### config.mk
export PLATFORM = sky130hd
export DESIGN_NAME = axis_ready_divider
export DESIGN_NICKNAME = d
export VERILOG_FILES = /design/src/rtl/axis_ready_divider.sv
export SDC_FILE = /design/constraint.sdc
export NUM_CORES = 1
export LEC_CHECK = 0
export CAP_MARGIN = 20
export CORE_AREA = 2 2 39 41
export DETAILED_ROUTE_END_ITERATION = 6
export DIE_AREA = 0 0 41 43
export SYNTH_ARGS = -nofsm -noshare
export SYNTH_HDL_FRONTEND = slang
export SYNTH_SLANG_ARGS = --single-unit
### constraint.sdc
create_clock -name clk -period 1 [get_ports clk]
set_input_delay 0.2 -clock clk [delete_from_list [all_inputs] [get_ports clk]]
set_output_delay 0.2 -clock clk [all_outputs]
set_load 0.02 [all_outputs]
### src/rtl/axis_ready_divider.sv
// Registered tready throttle: offers ready once per DIVIDER enabled cycles and holds it
// until a handshake consumes it.
module axis_ready_divider #(
    parameter int unsigned DIVIDER = 3
) (
    input  logic clk,
    input  logic rst,
    input  logic enable,
    input  logic tvalid,
    output logic tready
);

    localparam int unsigned CW = (DIVIDER > 1) ? $clog2(DIVIDER) : 1;
    localparam logic [CW-1:0] Last = CW'(DIVIDER - 1);

    logic [CW-1:0] cnt_q, cnt_d, cnt_inc;
    logic          tready_q, tready_d;
    logic          hs;

    assign hs      = tvalid & tready_q;
    assign cnt_inc = (cnt_q == Last) ? '0 : cnt_q + CW'(1);

    always_comb begin
        cnt_d    = cnt_q;
        tready_d = tready_q;
        if (!enable) begin
            tready_d = 1'b0;
        end else if (tready_q) begin
            // Counter stays frozen while a ready offer is outstanding.
            if (hs) begin
                cnt_d    = cnt_inc;
                tready_d = (cnt_inc == '0);
            end
        end else if (cnt_q == '0) begin
            tready_d = 1'b1;
        end else begin
            cnt_d    = cnt_inc;
            tready_d = (cnt_inc == '0);
        end
    end

    always_ff @(posedge clk or posedge rst) begin
        if (rst) begin
            cnt_q    <= '0;
            tready_q <= 1'b0;
        end else begin
            cnt_q    <= cnt_d;
            tready_q <= tready_d;
        end
    end

    assign tready = tready_q;

endmodule

==> flow_metrics.env <==
export IMPL_tightest_slew_ns=0.119
export IMPL_vias=126
export IMPL_cp_data_arrival_time_ns=1.16
export IMPL_vias_per_cell=3.23
export IMPL_antenna_cells=0
export IMPL_rows=14
export IMPL_crit_fanout=2
export IMPL_skew_ns=0.00356
export IMPL_antenna_found_initial=0
export IMPL_drcViolationCount=0
export IMPL_yosys_top_cells_area="dfrtp_1 52%, mux2_1 7.8%, a32o_1 7.0%"
export IMPL_grt_use_total_pct=5.44
export IMPL_rsz0062_at_grt="yes"
export IMPL_cts_sinks=3
export IMPL_cap_violations=0
export IMPL_die_w_um=41
export IMPL_critPathRequiredTime_ns=1.11
export IMPL_io_pins=5
export IMPL_synth_seq_cells=3
export IMPL_synth_top_cell_by_area="dfrtp_1"
export IMPL_final_util_pct=19.1
export IMPL_worst_slack_ns=-0.0422
export IMPL_core_area_mm2=0.00138
export IMPL_grt_pass1_vias=130
export IMPL_drtAntennaViolNets=0
export IMPL_path_clk_slew_ns=0.04
export IMPL_numCtsBuffers=3
export IMPL_syn_avg_cell_area_um2=12.0
export IMPL_grt_pass1_wl_um=496
export IMPL_yosysTopAreaCellShare_pct=52.2
export IMPL_htreeDepth=1
export IMPL_cts_buffer_depth=2
export IMPL_p_leak_nw=0.130
export IMPL_path_class="reg -> reg"
export IMPL_run_status="complete, but fails checks"
export IMPL_p_total_w=0.000510
export IMPL_synth_area_um2=144
export IMPL_mostFrequentLayoutCell="clkbuf_4"
export IMPL_wl_per_cell_um=8.41
export IMPL_final_cell_mix="3 x clkbuf_4, 2 x dfrtp_1, 2 x clkdlybuf4s50_1, 2 x buf_4"
export IMPL_ctsHoldBuffers=0
export IMPL_period_share_pct=104
export IMPL_hold_violations=0
export IMPL_slew_violations=0
export IMPL_syn_nets=16
export IMPL_syn_to_final_growth_pct=83.5
export IMPL_yosysSeqAreaShare_pct=52.2
export IMPL_nets=28
export IMPL_final_layout_size_suffix_gt1_share_pct=52.2
export IMPL_cts_root_buf="clkbuf_4"
export IMPL_fmax_mhz=960
export IMPL_drtPass1Iterations=2
export IMPL_p_per_area_mw_per_mm2=1930
export IMPL_start_util_pct=10.4
export IMPL_end_kind="register"
export IMPL_fp_dieArea_mm2=0.00176
export IMPL_grt_overflow=0
export IMPL_min_period_ns=1.04
export IMPL_ys_warn_count=0
export IMPL_clk_insertion_delay_late_ns=0.23
export IMPL_irDropWorstVdd_mv=0.410
export IMPL_die_y_um=43
export IMPL_yosysUniqueCellTypes=10
export IMPL_port_buffer_count=4
export IMPL_netlist_instances=12
export IMPL_setup_viol_count_final=2
export IMPL_cp_start_kind="register"
export IMPL_violations="setup timing"
export IMPL_hp_class="in -> async"
export IMPL_place_congestion=0.625
export IMPL_cts_tree="done"
export IMPL_relSlewSlack_pct=91.9
export IMPL_drt_total_wl_um=328
export IMPL_drt_first_iter_violations=2
export IMPL_grt_max_degree=5
-- synthesized netlist by cell type --
cell / count
a32o_1: 1
dfrtp_1: 3
inv_1: 1
inv_2: 1
mux2_1: 1
mux2i_1: 1
nor2b_1: 1
nor3b_1: 1
o21a_1: 1
o21ai_2: 1
-- worst max-delay path, cell delays in order, from the launching register on --
cell,delay (ns)
dfrtp_2,0.35
buf_6,0.09
inv_2,0.03
o21ai_2,0.14
mux2_4,0.31
-- metrics by stage --
stage               cell area, um2  cells  TNS [ns]  worst slack (ns)  hold slack, ns
floorplan                      145     12   -0.0403           -0.0403         -0.0464
global placement               220     34    -0.747            -0.311           0.381
global route                   264     39    -0.147           -0.0793           0.142
detailed placement             220     34    -0.754            -0.309           0.380
CTS                            256     39   -0.0825           -0.0587           0.133
finish                         264     39   -0.0753           -0.0422           0.140
-- sequential cells by signal (all words and copies together), names as in the netlist --
| signal | flops |
|---|---|
| cnt_q | 2 |
| tready | 1 |
-- area by class of cell --
| type | instances | area [um2] |
|---|---|---|
| fillers | 161 | 1120 |
| multi-input cells | 7 | 70.1 |
| well taps | 16 | 20.0 |
| inverters | 2 | 7.51 |
| flip-flops and latches | 3 | 76.3 |
| repair buffers | 7 | 63.8 |
| clock buffers | 4 | 26.3 |
-- cells by family (layout without fill, tap and decap cells) --
family,count (synthesis),count (layout),synth area share [%]
AND/OR/NAND/NOR,2,2,9.57
multiplexers,2,2,14.8
flip-flops,3,3,52.2
AO/OA/AOI/OAI,3,3,18.3
buffers and inverters,2,13,5.21
-- timing repair --
| action | in CTS | in global routing |
|---|---|---|
| cloned | 0 | 0 |
| endpoints found under the hold margin | 0 | 0 |
| buffers inserted | 1 | 0 |
| gates resized for setup | 6 | 2 |
| pin swaps | 1 | 1 |
| setup endpoints to repair | 2 | 4 |
-- routing by layer --
metal,global-route usage (%),routed length [um],vias to the layer above
met1,5.19,153,54
met3,4.71,37,2
met2,5.31,129,5
li1,-,-,65
met5,0,0,-
met4,8.00,6,0
-- final timing paths --
path | from | endpoint | slack, ns | cells past startpoint
hold / removal | rst | cnt_q[1] | 0.14 | 2
hold reg to reg | cnt_q[1] | tready | 0.57 | 1
min in group clk | tvalid | tready | 0.42 | 3
setup reg to reg | tready | cnt_q[1] | -0.04 | 4
max in group asynchronous | rst | tready | 0.71 | 2
setup / recovery | tready | cnt_q[1] | -0.04 | 4
-- where the power goes --
group / internal [W] / switching (W) / leakage [nW] / total (W)
Clock: 0.000150 / 0.0000638 / 0.0150 / 0.000213
Combinational: 0.0000785 / 0.0000467 / 0.0771 / 0.000125
Sequential: 0.000147 / 0.0000242 / 0.0379 / 0.000171
Total: 0.000375 / 0.000135 / 0.130 / 0.000510
No activity file was read; power rests on OpenSTA's default activity.
